## src/rtl/stopwatch_pkg.sv

```systemverilog
// Shared definitions for the stopwatch/lap timer: state codes,
// seconds limits and the preset clamp helper.
package stopwatch_pkg;

  typedef enum logic [1:0] {
    ST_IDLE  = 2'b00,
    ST_RUN   = 2'b01,
    ST_PAUSE = 2'b10,
    ST_DONE  = 2'b11
  } state_e;

  localparam int SEC_W = 6;
  localparam logic [SEC_W-1:0] SEC_MAX = 6'd59;

  function automatic logic [SEC_W-1:0] clamp_sec(
    input logic [SEC_W-1:0] s
  );
    return (s > SEC_MAX) ? SEC_MAX : s;
  endfunction

endpackage

```

## src/rtl/lap_fifo.sv

```systemverilog
// Small synchronous FIFO holding captured lap times; head is shown
// directly from storage so all outputs come from flops.
module lap_fifo #(
  parameter int DW    = 14,
  parameter int DEPTH = 4
) (
  input  logic          clk,
  input  logic          rst,
  input  logic          clr,
  input  logic          push,
  input  logic          pop,
  input  logic [DW-1:0] din,
  output logic [DW-1:0] head,
  output logic          valid,
  output logic          full
);

  localparam int AW = $clog2(DEPTH);
  localparam logic [AW:0] FULL_CNT = (AW+1)'(DEPTH);

  logic [DW-1:0] mem_q [DEPTH];
  logic [DW-1:0] mem_d [DEPTH];
  logic [AW:0]   wr_q, wr_d;
  logic [AW:0]   rd_q, rd_d;
  logic [AW:0]   cnt;
  logic          do_push, do_pop;

  always_comb begin
    cnt     = wr_q - rd_q;
    valid   = (cnt != '0);
    full    = (cnt == FULL_CNT);
    head    = mem_q[rd_q[AW-1:0]];
    do_pop  = pop & valid;
    // a pop in the same cycle frees the slot the push needs
    do_push = push & (~full | do_pop);
    mem_d   = mem_q;
    wr_d    = wr_q;
    rd_d    = rd_q;
    if (clr) begin
      wr_d = '0;
      rd_d = '0;
    end else begin
      if (do_push) begin
        mem_d[wr_q[AW-1:0]] = din;
        wr_d = wr_q + 1'b1;
      end
      if (do_pop) begin
        rd_d = rd_q + 1'b1;
      end
    end
  end

  always_ff @(posedge clk or posedge rst) begin
    if (rst) begin
      for (int i = 0; i < DEPTH; i++) begin
        mem_q[i] <= '0;
      end
      wr_q <= '0;
      rd_q <= '0;
    end else begin
      mem_q <= mem_d;
      wr_q  <= wr_d;
      rd_q  <= rd_d;
    end
  end

endmodule

```

## src/rtl/stopwatch_lap_timer.sv

```systemverilog
// Minutes:seconds stopwatch with up/down count, countdown alarm
// and a lap-capture FIFO drained by the host.
module stopwatch_lap_timer
  import stopwatch_pkg::*;
#(
  parameter int MIN_W     = 8,
  parameter int TICK_DIV  = 1,
  parameter int LAP_DEPTH = 4
) (
  input  logic             clk,
  input  logic             rst,
  input  logic             start,
  input  logic             stop,
  input  logic             reset,
  input  logic             mode,
  input  logic [MIN_W-1:0] load_min,
  input  logic [SEC_W-1:0] load_sec,
  input  logic             lap,
  input  logic             lap_pop,
  output logic [MIN_W-1:0] minutes,
  output logic [SEC_W-1:0] seconds,
  output logic [1:0]       status,
  output logic             alarm,
  output logic             ovf,
  output logic             lap_valid,
  output logic [MIN_W-1:0] lap_min,
  output logic [SEC_W-1:0] lap_sec,
  output logic             lap_full
);

  localparam int PW = (TICK_DIV > 1) ? $clog2(TICK_DIV) : 1;
  localparam logic [PW-1:0] PRE_LAST = PW'(TICK_DIV - 1);
  localparam logic [MIN_W-1:0] MIN_MAX = '1;

  typedef struct packed {
    logic [MIN_W-1:0] m;
    logic [SEC_W-1:0] s;
  } lap_t;

  state_e           state_q, state_d;
  logic [MIN_W-1:0] min_q, min_d;
  logic [SEC_W-1:0] sec_q, sec_d;
  logic [PW-1:0]    pre_q, pre_d;
  logic             mode_q, mode_d;
  logic             alarm_q, alarm_d;
  logic             ovf_q, ovf_d;
  logic             tick;
  logic             fifo_clr;
  logic             lap_push;
  logic [SEC_W-1:0] preset_sec;
  lap_t             lap_in, lap_head;

  always_comb begin
    state_d    = state_q;
    min_d      = min_q;
    sec_d      = sec_q;
    pre_d      = pre_q;
    mode_d     = mode_q;
    alarm_d    = 1'b0;
    ovf_d      = ovf_q;
    fifo_clr   = 1'b0;
    tick       = (state_q == ST_RUN) && (pre_q == PRE_LAST);
    lap_push   = lap & ((state_q == ST_RUN) | (state_q == ST_PAUSE));
    preset_sec = clamp_sec(load_sec);
    if (reset) begin
      state_d  = ST_IDLE;
      min_d    = '0;
      sec_d    = '0;
      pre_d    = '0;
      ovf_d    = 1'b0;
      fifo_clr = 1'b1;
    end else begin
      unique case (state_q)
        ST_IDLE: begin
          pre_d = '0;
          if (!stop && start) begin
            mode_d  = mode;
            state_d = ST_RUN;
            if (mode) begin
              min_d = load_min;
              sec_d = preset_sec;
              if (load_min == '0 && preset_sec == '0) begin
                state_d = ST_DONE;
                alarm_d = 1'b1;
              end
            end
          end
        end
        ST_RUN: begin
          pre_d = tick ? '0 : pre_q + 1'b1;
          if (stop) begin
            state_d = ST_PAUSE;
          end
          if (tick) begin
            if (!mode_q) begin
              if (sec_q == SEC_MAX) begin
                sec_d = '0;
                min_d = min_q + 1'b1;
                if (min_q == MIN_MAX) begin
                  ovf_d = 1'b1;
                end
              end else begin
                sec_d = sec_q + 1'b1;
              end
            end else begin
              if (sec_q == '0) begin
                sec_d = SEC_MAX;
                min_d = min_q - 1'b1;
              end else begin
                sec_d = sec_q - 1'b1;
              end
              // reaching zero wins over a coincident stop
              if (min_d == '0 && sec_d == '0) begin
                state_d = ST_DONE;
                alarm_d = 1'b1;
              end
            end
          end
        end
        ST_PAUSE: begin
          if (!stop && start) begin
            state_d = ST_RUN;
          end
        end
        ST_DONE: begin
          pre_d = '0;
        end
        default: begin
          state_d = ST_IDLE;
        end
      endcase
    end
  end

  always_ff @(posedge clk or posedge rst) begin
    if (rst) begin
      state_q <= ST_IDLE;
      min_q   <= '0;
      sec_q   <= '0;
      pre_q   <= '0;
      mode_q  <= 1'b0;
      alarm_q <= 1'b0;
      ovf_q   <= 1'b0;
    end else begin
      state_q <= state_d;
      min_q   <= min_d;
      sec_q   <= sec_d;
      pre_q   <= pre_d;
      mode_q  <= mode_d;
      alarm_q <= alarm_d;
      ovf_q   <= ovf_d;
    end
  end

  assign lap_in.m = min_q;
  assign lap_in.s = sec_q;

  lap_fifo #(
    .DW    ($bits(lap_t)),
    .DEPTH (LAP_DEPTH)
  ) u_fifo (
    .clk   (clk),
    .rst   (rst),
    .clr   (fifo_clr),
    .push  (lap_push),
    .pop   (lap_pop),
    .din   (lap_in),
    .head  (lap_head),
    .valid (lap_valid),
    .full  (lap_full)
  );

  assign minutes = min_q;
  assign seconds = sec_q;
  assign status  = state_q;
  assign alarm   = alarm_q;
  assign ovf     = ovf_q;
  assign lap_min = lap_head.m;
  assign lap_sec = lap_head.s;

endmodule

```

## config.mk

```make
export PLATFORM = sky130hd
export DESIGN_NAME = stopwatch_lap_timer
export DESIGN_NICKNAME = d
export VERILOG_FILES = /design/src/rtl/stopwatch_pkg.sv /design/src/rtl/lap_fifo.sv /design/src/rtl/stopwatch_lap_timer.sv
export SDC_FILE = /design/constraint.sdc
export NUM_CORES = 1
export LEC_CHECK = 0
export BUFFER_PORTS_ARGS = -buffer_cell sky130_fd_sc_hd__buf_4
export CELL_PAD_IN_SITES_DETAIL_PLACEMENT = 2
export CELL_PAD_IN_SITES_GLOBAL_PLACEMENT = 2
export CORE_UTILIZATION = 39
export CTS_CLUSTER_SIZE = 25
export DETAILED_ROUTE_END_ITERATION = 10
export PLACE_DENSITY = 0.86
export SLEW_MARGIN = 10
export SYNTH_ARGS = -nofsm -noshare
export SYNTH_HDL_FRONTEND = slang
export SYNTH_SLANG_ARGS = --single-unit
```

## constraint.sdc

```tcl
create_clock -name clk -period 3.9 [get_ports clk]
set_clock_uncertainty 0.15 [all_clocks]
set_input_delay 0.78 -clock clk [delete_from_list [all_inputs] [get_ports clk]]
set_output_delay 0.78 -clock clk [all_outputs]
set_load 0.1 [all_outputs]
```

==> summary.txt, run 1 <==
GRT
  – Vias in the first global route: 4,259
  – Pin count of the biggest net entering global routing: 34
  – Global-route wire length before repair: 25.0 mm
  – Total Routing Usage GR: 0.261
  – Initial antenna violation count: 0
  – Grt ovf: 0

Clock network
  – CTS hold repair buffers: 0
  – Max Root-Sink Buffers: 2
  – CTS H-tree lvls: 3
  – Clock Latency Late Sink: 0.34 ns
  – Clk Tree Root Cell: clkbuf_16
  – Total CTS buffers: 9
  – Worst-path clk slew: 0.07 ns
  – # Post-CTS Setup Buffers: 0
  – Clk sinks: 82
  – Post-CTS sizing: 0
  – Clock tree from TritonCTS: yes

Route
  – Routed WL: 15.6 mm
  – Wirelength per Cell: 25.0 µm
  – Met2 wire length: 8.45 mm
  – Remaining antenna violation count: 0
  – DRC violations left: 0
  – Initial drt markers: 234
  – Drt first pass iters: 4
  – Top layer in use: met4
  – M1 WL: 6.53 mm
  – Met3 wire length: 438 µm
  – Vias: 3,717
  – Vias per cell: 5.97

Synthesis
  – Netlist cell types: 64
  – Synth top area cells: dfrtp_1, mux2_2, mux4_2
  – Ys flop type: dfrtp_1
  – Seq/Total Area, Yosys: 0.429
  – Syn_nets: 467
  – Cell with the most instances after synthesis: dfrtp_1
  – Post-synth EDFFs: 0
  – Ys Warns: 0
  – Register bit total from synthesis: 82
  – Leading area contributor after synthesis: dfrtp_1
  – Syn Inst Count: 429
  – Synth top area share: 0.429
  – Average size of a mapped cell: 11.1 µm²
  – Post-Syn Area: 4780 µm²
  – Most instantiated cells after synthesis: dfrtp_1, mux2_2, nor2_1, a21oi_1, clkbuf_1
  – FFs w/ async S/R, synth: 1.00

Power
  – Flop pwr share: 0.268
  – Internal power: 2.38 mW
  – Clock Power Share: 0.175
  – Sw Pwr: 2.81 mW
  – Pwr dens: 930 nW/µm²
  – VDD IR max: 0.000562 V
  – Combinational power share: 0.557
  – Cell leakage power: 2.54 nW
  – Sw Share: 0.541

Setup path
  – Crit path max-delay family: simple AND/OR/NAND/NOR gates
  – Worst path slowest cell: nand4_1
  – Setup Crit Path Kind: reg -> reg
  – R2r startpoint: u_fifo.rd_q[1]
  – Crit path launch type: register
  – Required @ worst endpoint: 3.97 ns
  – CP arrival: 3.24 ns
  – Reg2Reg Depth: 8
  – Setup crit end kind: register
  – Worst R2R Setup Slack: 0.73 ns
  – CP max stage delay: 0.74 ns
  – Crit-path cells: buf_4 > inv_1 > ha_1 > nor2b_1 > xnor2_2 > a31oi_1 > nand4_1 > mux2_2
  – Capture point of the worst reg-to-reg path: u_fifo.mem_q[29]
  – Crit-path max FO: 17
  – Buf/Inv on CP: 2

Place
  – DP HPWL: 10.8 mm
  – Final GP Congestion: 0.802
  – Count of input and output buffers: 55
  – Post-Place Worst Slack: 0.750 ns

STA
  – Setup ws final: 0.731 ns
  – Setup TNS: 0 ns
  – Crit path time final: 3.17 ns
  – Fin Hold WS: 0.273 ns
  – RSZ-0062 raised after global routing: false
  – Period utilization: 0.813
  – Final Max Slew Viols: 0
  – Setup-failing EPs final: 0
  – Max Fclk: 316 MHz
  – Least-Margin Pin Slew: 0.916 ns
  – Final hold vios: 0
  – Max transition margin: 0.387

Floorplan
  – Floorplan core area: 12,000 µm²
  – FP Rows: 40
  – Die extent in x: 113 µm
  – Die H: 113 µm
  – Die ar.: 12,700 µm²
  – Initial Util: 0.400
  – Io pins: 56

Hold path
  – Worst Hold Class: in -> async

Layout
  – Share of layout cells above drive strength 1: 0.343
  – Area growth, synth to finish: 16.7%
  – NumNets Final: 508

Flow run
  – Max Cap Viol: 0

Run status
  – Status: finished, final reports clean
[flip-flops by register name, indices dropped and copies added (netlist names), 2 cells and up]
signal / cells
u_fifo.rd_q: 3
u_fifo.mem_q: 56
minutes: 8
status: 2
u_fifo.wr_q: 3
seconds: 6
[worst max path at each step]
stage,start,end,slack [ns],depth (start not counted)
2_1_floorplan,u_fifo.rd_q[1],lap_full,0.05,7
3_3_place_gp,status[1],minutes[6],1.00,7
3_5_place_dp,u_fifo.rd_q[1],u_fifo.mem_q[34],0.75,8
4_1_cts,u_fifo.rd_q[1],u_fifo.mem_q[29],0.68,8
5_1_grt,u_fifo.rd_q[1],u_fifo.mem_q[31],0.49,8
6_report,u_fifo.rd_q[1],u_fifo.mem_q[29],0.73,8
[per-layer routing]
metal  global-route usage  up-vias
met5                    0        -
met2                0.488       81
li1                     -     1665
met3               0.0316       18
met4               0.0604        0
met1                0.320     1953
[cell type report]
class | count | area, µm²
fill | 1241 | 6380
clock buffer | 10 | 239
clock inverter | 6 | 71.3
multi-input combinational | 297 | 2500
antenna | 1 | 2.50
tap | 147 | 184
inverter | 19 | 72.6
sequential | 82 | 2050
timing repair buffer | 61 | 458
[power groups by stage]
stage / logic, mW / registers (mW) / clock network (mW)
3_3_place_gp: 2.75 / 1.36 / 0
3_5_place_dp: 2.86 / 1.39 / 0
5_1_grt: 3.04 / 1.42 / 0.941
2_1_floorplan: 1.88 / 1.64 / 0
4_1_cts: 2.90 / 1.39 / 0.924
6_report: 2.89 / 1.39 / 0.906
[cells by family after synthesis]
group | Yosys count | synth area share
buffers and inverters | 50 | 0.0476
muxes | 71 | 0.205
xor gates and xnor gates | 11 | 0.0233
AOI/OAI and AO/OA | 90 | 0.133
DFF | 82 | 0.429
and+or+nand+nor | 109 | 0.120
adders and majority gates | 16 | 0.0419
[through the flow]
stage               power (mW)  utilization  std cells  instance area, µm²
global placement          4.11        0.440        606                5270
detailed placement        4.25        0.440        606                5270
floorplan                 3.51            -        429                4780
finish                    5.19        0.466        623                5580
CTS                       5.21        0.466        622                5580
global route              5.41        0.466        622                5580
[cell usage in the layout (no fill, tap or decap), drive strengths merged, types with 3 or more instances in the layout]
cell type / n
a211oi: 6
a21oi: 24
a311o: 3
a311oi: 3
a31o: 4
a31oi: 8
and3: 3
and4: 3
buf: 61
clkbuf: 10
dfrtp: 82
ha: 16
inv: 20
mux2: 56
mux4: 14
nand2: 17
nand3: 14
nand4: 8
nor2: 29
nor2b: 7
nor3: 9
nor3b: 4
o211ai: 5
o21ai: 17
xnor2: 8
xor2: 3
No activity file was read; power rests on OpenSTA's default activity.
==> run 2, diff against run 1 <==
clock period = 3.05 ns   (was 3.9 ns; I/O delays follow)
==> run 2 against run 1 <==
Register-to-register slack got worse by 0.34 ns. Combinational power increased by 32%. Flip-flop and latch count unchanged. Final cell count increased by 0.80%. Critical path depth decreased by 2. Die area unchanged. Critical path type is now reg -> out. Highest routed layer unchanged.
==> summary.txt, run 2 (synthesis gave the netlist of run 1 again) <==
STA
  – Setup ws final: 0.197 ns
  – Fin Hold WS: 0.172 ns
  – Setup-failing EPs final: 0
  – Max transition margin: 0.608
  – Least-Margin Pin Slew: 0.588 ns
  – Final Max Slew Viols: 0
  – Max Fclk: 351 MHz
  – Period utilization: 0.935
  – Setup TNS: 0 ns
  – Final hold vios: 0
  – Crit path time final: 2.85 ns
  – RSZ-0062 raised after global routing: false

Layout
  – Max reg flops: 56
  – Area growth, synth to finish: 17.6%
  – Share of layout cells above drive strength 1: 0.356
  – Most frequent cells in the layout: dfrtp_1, buf_4, mux2_2
  – ANT cells: 0
  – NumNets Final: 514
  – Final Cell Area: 5620 µm²
  – Reg with most FFs: u_fifo.mem_q
  – Most common cell after layout, fill and taps aside: dfrtp_1

Route
  – Vias per cell: 5.98
  – Wirelength per Cell: 23.7 µm
  – Vias: 3,757
  – Drt first pass iters: 4
  – Routed WL: 14.9 mm
  – Remaining antenna violation count: 0
  – DRC violations left: 0
  – Initial drt markers: 213

GRT
  – Global-route wire length before repair: 24.2 mm
  – Layer with the highest usage: met2
  – Grt ovf: 0
  – Grt met3 use: 0.0407
  – Pin count of the biggest net entering global routing: 83
  – Total Routing Usage GR: 0.253
  – Initial antenna violation count: 0
  – GR Util met2: 0.434
  – Met1 usage: 0.323
  – Vias in the first global route: 4,259

Clock network
  – CTS H-tree lvls: 3
  – Post-CTS sizing: 0
  – Total CTS buffers: 9
  – # Post-CTS Setup Buffers: 0
  – Clock Latency Late Sink: 0.35 ns
  – CTS hold repair buffers: 0
  – Clock tree from TritonCTS: yes
  – Max Root-Sink Buffers: 2
  – Clk Tree Root Cell: clkbuf_16
  – Worst-path clk slew: 0.06 ns
  – Clk sinks: 82

Power
  – Total power: 6.61 mW
  – Cell leakage power: 2.56 nW
  – Pwr dens: 1180 nW/µm²
  – VDD IR max: 0.000439 V

Floorplan
  – Die extent in x: 113 µm
  – Io pins: 56
  – Initial Util: 0.400
  – Die H: 113 µm
  – Floorplan core area: 12,000 µm²
  – Die ar.: 12,700 µm²
  – FP Rows: 40

Setup path
  – CP max stage delay: 0.41 ns
  – Worst Setup SP: u_fifo.wr_q[0]
  – Crit path max-delay family: buffers and inverters
  – R2r startpoint: u_fifo.wr_q[0]
  – CP arrival: 2.09 ns
  – Worst path slowest cell: dfrtp_1
  – Reg2Reg Depth: 7
  – Crit-path cells: inv_1 > ha_1 > nor2b_1 > xor2_1 > nand2_2 > buf_4
  – Capture point of the worst reg-to-reg path: u_fifo.mem_q[23]
  – Worst R2R Setup Slack: 0.39 ns
  – Setup crit end kind: output port
  – Crit path launch type: register
  – Crit-path max FO: 4
  – Required @ worst endpoint: 2.29 ns
  – Setup Crit Path Kind: reg -> out
  – Buf/Inv on CP: 2

Run status
  – Status: finished, final reports clean

Place
  – Final GP Congestion: 0.899
  – Post-Place Worst Slack: 0.403 ns
  – Area after DPL: 5330 µm²
  – Count of input and output buffers: 55
  – DP HPWL: 10.4 mm

Hold path
  – Worst Hold Class: in -> async

Flow run
  – Max Cap Viol: 0
run 2: how the worst max path moves through the flow:
stage | endpoint | slack [ns] | cells past startpoint
6_report | lap_valid | 0.20 | 6
5_1_grt | lap_valid | 0.10 | 6
4_1_cts | lap_valid | 0.17 | 6
3_5_place_dp | u_fifo.mem_q[23] | 0.40 | 7
3_3_place_gp | u_fifo.mem_q[53] | 0.57 | 7
2_1_floorplan | lap_valid | 0.05 | 7
run 2: through the flow:
stage          utilization  cells
3_3_place_gp         0.446    612
5_1_grt              0.470    628
4_1_cts              0.470    628
6_report             0.470    628
3_5_place_dp         0.446    612
2_1_floorplan            -    429
run 2: worst register-to-register path: cells and delay by family, from the launching register on:
kind            cells  cell delay (ns)
compound gates      1             0.39
xor+xnor            1             0.18
fa+ha+maj           1             0.17
buf+inv             1             0.17
flops               1             0.41
mux                 1             0.41
simple gates        2             0.66
run 2: where the power goes:
group          switching [mW]  internal, mW
registers               0.373          1.34
clock network           0.489         0.584
logic                    2.71          1.11
run 2: routing by layer:
metal	share of wire	wire (µm)
met4	0.020	292
met1	0.44	6620
met3	0.035	521
met5	0	0
met2	0.50	7460
run 2: final cells by class:
class	count	area (µm²)
flip-flops and latches	82	2050
repair buffers	67	515
well taps	147	184
clock buffers	10	239
fillers	1199	6340
inverters	19	72.6
clock inverters	6	48.8
multi-input cells	297	2510
==> run 3, diff against run 2 <==
CORE_ASPECT_RATIO = 1.75   (was default)
==> run 3 against run 2 <==
Clock power hardly changed. Via count is 1.4% higher. Wire length is 3.4% higher. Final cell count is 3.2% higher. Die area is 0.13% higher. Cell area is 0.51% higher. Flip-flop and latch count stayed put. Critical path depth stayed put. First-iteration DRC count is 31% lower. Total power is 0.33% higher. Global-route usage is 0.62 points higher. Register-to-register slack worse by 0.03 ns. Largest cell class unchanged. Largest power group unchanged.
==> summary.txt, run 3 (synthesis gave the netlist of run 1 again) <==
Floorplan
  – Die ar.: 12,700 µm²
  – Die H: 148 µm
  – Floorplan core area: 12,000 µm²
  – Io pins: 56
  – Initial Util: 0.398
  – FP Rows: 53
  – Die extent in x: 85.7 µm

Clock network
  – Post-CTS sizing: 0
  – # Post-CTS Setup Buffers: 0
  – Max Root-Sink Buffers: 2
  – Clock Latency Late Sink: 0.35 ns
  – CTS H-tree lvls: 3
  – Clk sinks: 82
  – Clk Tree Root Cell: clkbuf_16
  – CTS hold repair buffers: 0
  – Total CTS buffers: 9
  – Clock tree from TritonCTS: yes
  – Worst-path clk slew: 0.07 ns

STA
  – Setup TNS: 0 ns
  – Final Max Slew Viols: 0
  – Max transition margin: 0.642
  – Fin Hold WS: 0.103 ns
  – Period utilization: 0.933
  – RSZ-0062 raised after global routing: false
  – Least-Margin Pin Slew: 0.532 ns
  – Crit path time final: 2.84 ns
  – Final hold vios: 0
  – Setup-failing EPs final: 0
  – Max Fclk: 352 MHz

Power
  – Cell leakage power: 2.57 nW
  – VDD IR max: 0.000616 V
  – Pwr dens: 1170 nW/µm²

Setup path
  – Setup Crit Path Kind: reg -> out
  – Crit-path cells: inv_1 > ha_1 > nor2b_1 > xor2_1 > nand2_2 > buf_4
  – CP max stage delay: 0.41 ns
  – Worst path slowest cell: dfrtp_1
  – Setup crit end kind: output port
  – Buf/Inv on CP: 2
  – CP arrival: 2.08 ns
  – Crit path max-delay family: flip-flops
  – Crit path launch type: register
  – Required @ worst endpoint: 2.29 ns
  – Crit-path max FO: 4

Place
  – Final GP Congestion: 0.878
  – Placed Cells: 632
  – DP HPWL: 11.0 mm
  – Count of input and output buffers: 55

Run status
  – Status: finished, final reports clean

Layout
  – Area growth, synth to finish: 18.2%
  – Most common cell after layout, fill and taps aside: dfrtp_1
  – Reg with most FFs: u_fifo.mem_q
  – NumNets Final: 516
  – Max reg flops: 56
  – Most frequent cells in the layout: dfrtp_1, buf_4, mux2_2
  – Share of layout cells above drive strength 1: 0.358
  – ANT cells: 0
  – Final Non-Filler Cells: 648

Hold path
  – Worst Hold Class: in -> async

Route
  – DRC violations left: 0
  – Routed WL: 15.4 mm
  – Vias: 3,808
  – Wirelength per Cell: 23.8 µm
  – Drt first pass iters: 5
  – Initial drt markers: 146
  – Remaining antenna violation count: 0
  – Vias per cell: 5.88

GRT
  – Global-route wire length before repair: 24.6 mm
  – Vias in the first global route: 4,325
  – Grt ovf: 0
  – Total Routing Usage GR: 0.259
  – Initial antenna violation count: 0
  – Pin count of the biggest net entering global routing: 61

Flow run
  – Max Cap Viol: 0
## run 3: layer usage
| layer | routed length, µm | global-route usage | vias to the layer above |
|---|---|---|---|
| li1 | - | - | 1685 |
| met1 | 6050 | 0.302 | 1989 |
| met2 | 8440 | 0.473 | 101 |
| met3 | 500 | 0.0377 | 33 |
| met4 | 404 | 0.0967 | 0 |
| met5 | 0 | 0 | - |
## run 3: area by class of cell
cell class	instances	area (µm²)
clock buffers	9	225
clock inverters	7	53.8
fillers	1216	6350
inverters	19	72.6
multi-input cells	297	2510
flip-flops and latches	82	2050
well taps	165	206
repair buffers	69	531
## run 3: power breakdown
part / total, mW / switching [mW] / internal (mW)
registers: 1.67 / 0.327 / 1.34
logic: 3.91 / 2.79 / 1.12
clock network: 1.05 / 0.489 / 0.558
## run 3: final timing paths
kind,startpoint,endpoint,slack (ns),cells after the start
hold reg to reg,u_fifo.mem_q[37],u_fifo.mem_q[37],0.35,1
setup reg to reg,status[1],minutes[3],0.36,7
hold / removal,rst,u_fifo.mem_q[15],0.10,2
min in group clk,u_fifo.mem_q[37],u_fifo.mem_q[37],0.35,1
setup / recovery,u_fifo.wr_q[0],lap_valid,0.21,6
max in group asynchronous,rst,status[1],1.96,3
## run 3: stage by stage
stage | setup WS, ns | area (µm²) | util | total power [mW]
4_1_cts | 0.198 | 5650 | 0.471 | 6.65
5_1_grt | 0.131 | 5650 | 0.471 | 6.91
3_5_place_dp | 0.420 | 5370 | 0.448 | 5.55
2_1_floorplan | 0.0536 | 4790 | - | 4.51
6_report | 0.206 | 5650 | 0.471 | 6.63
3_3_place_gp | 0.612 | 5370 | 0.448 | 5.37
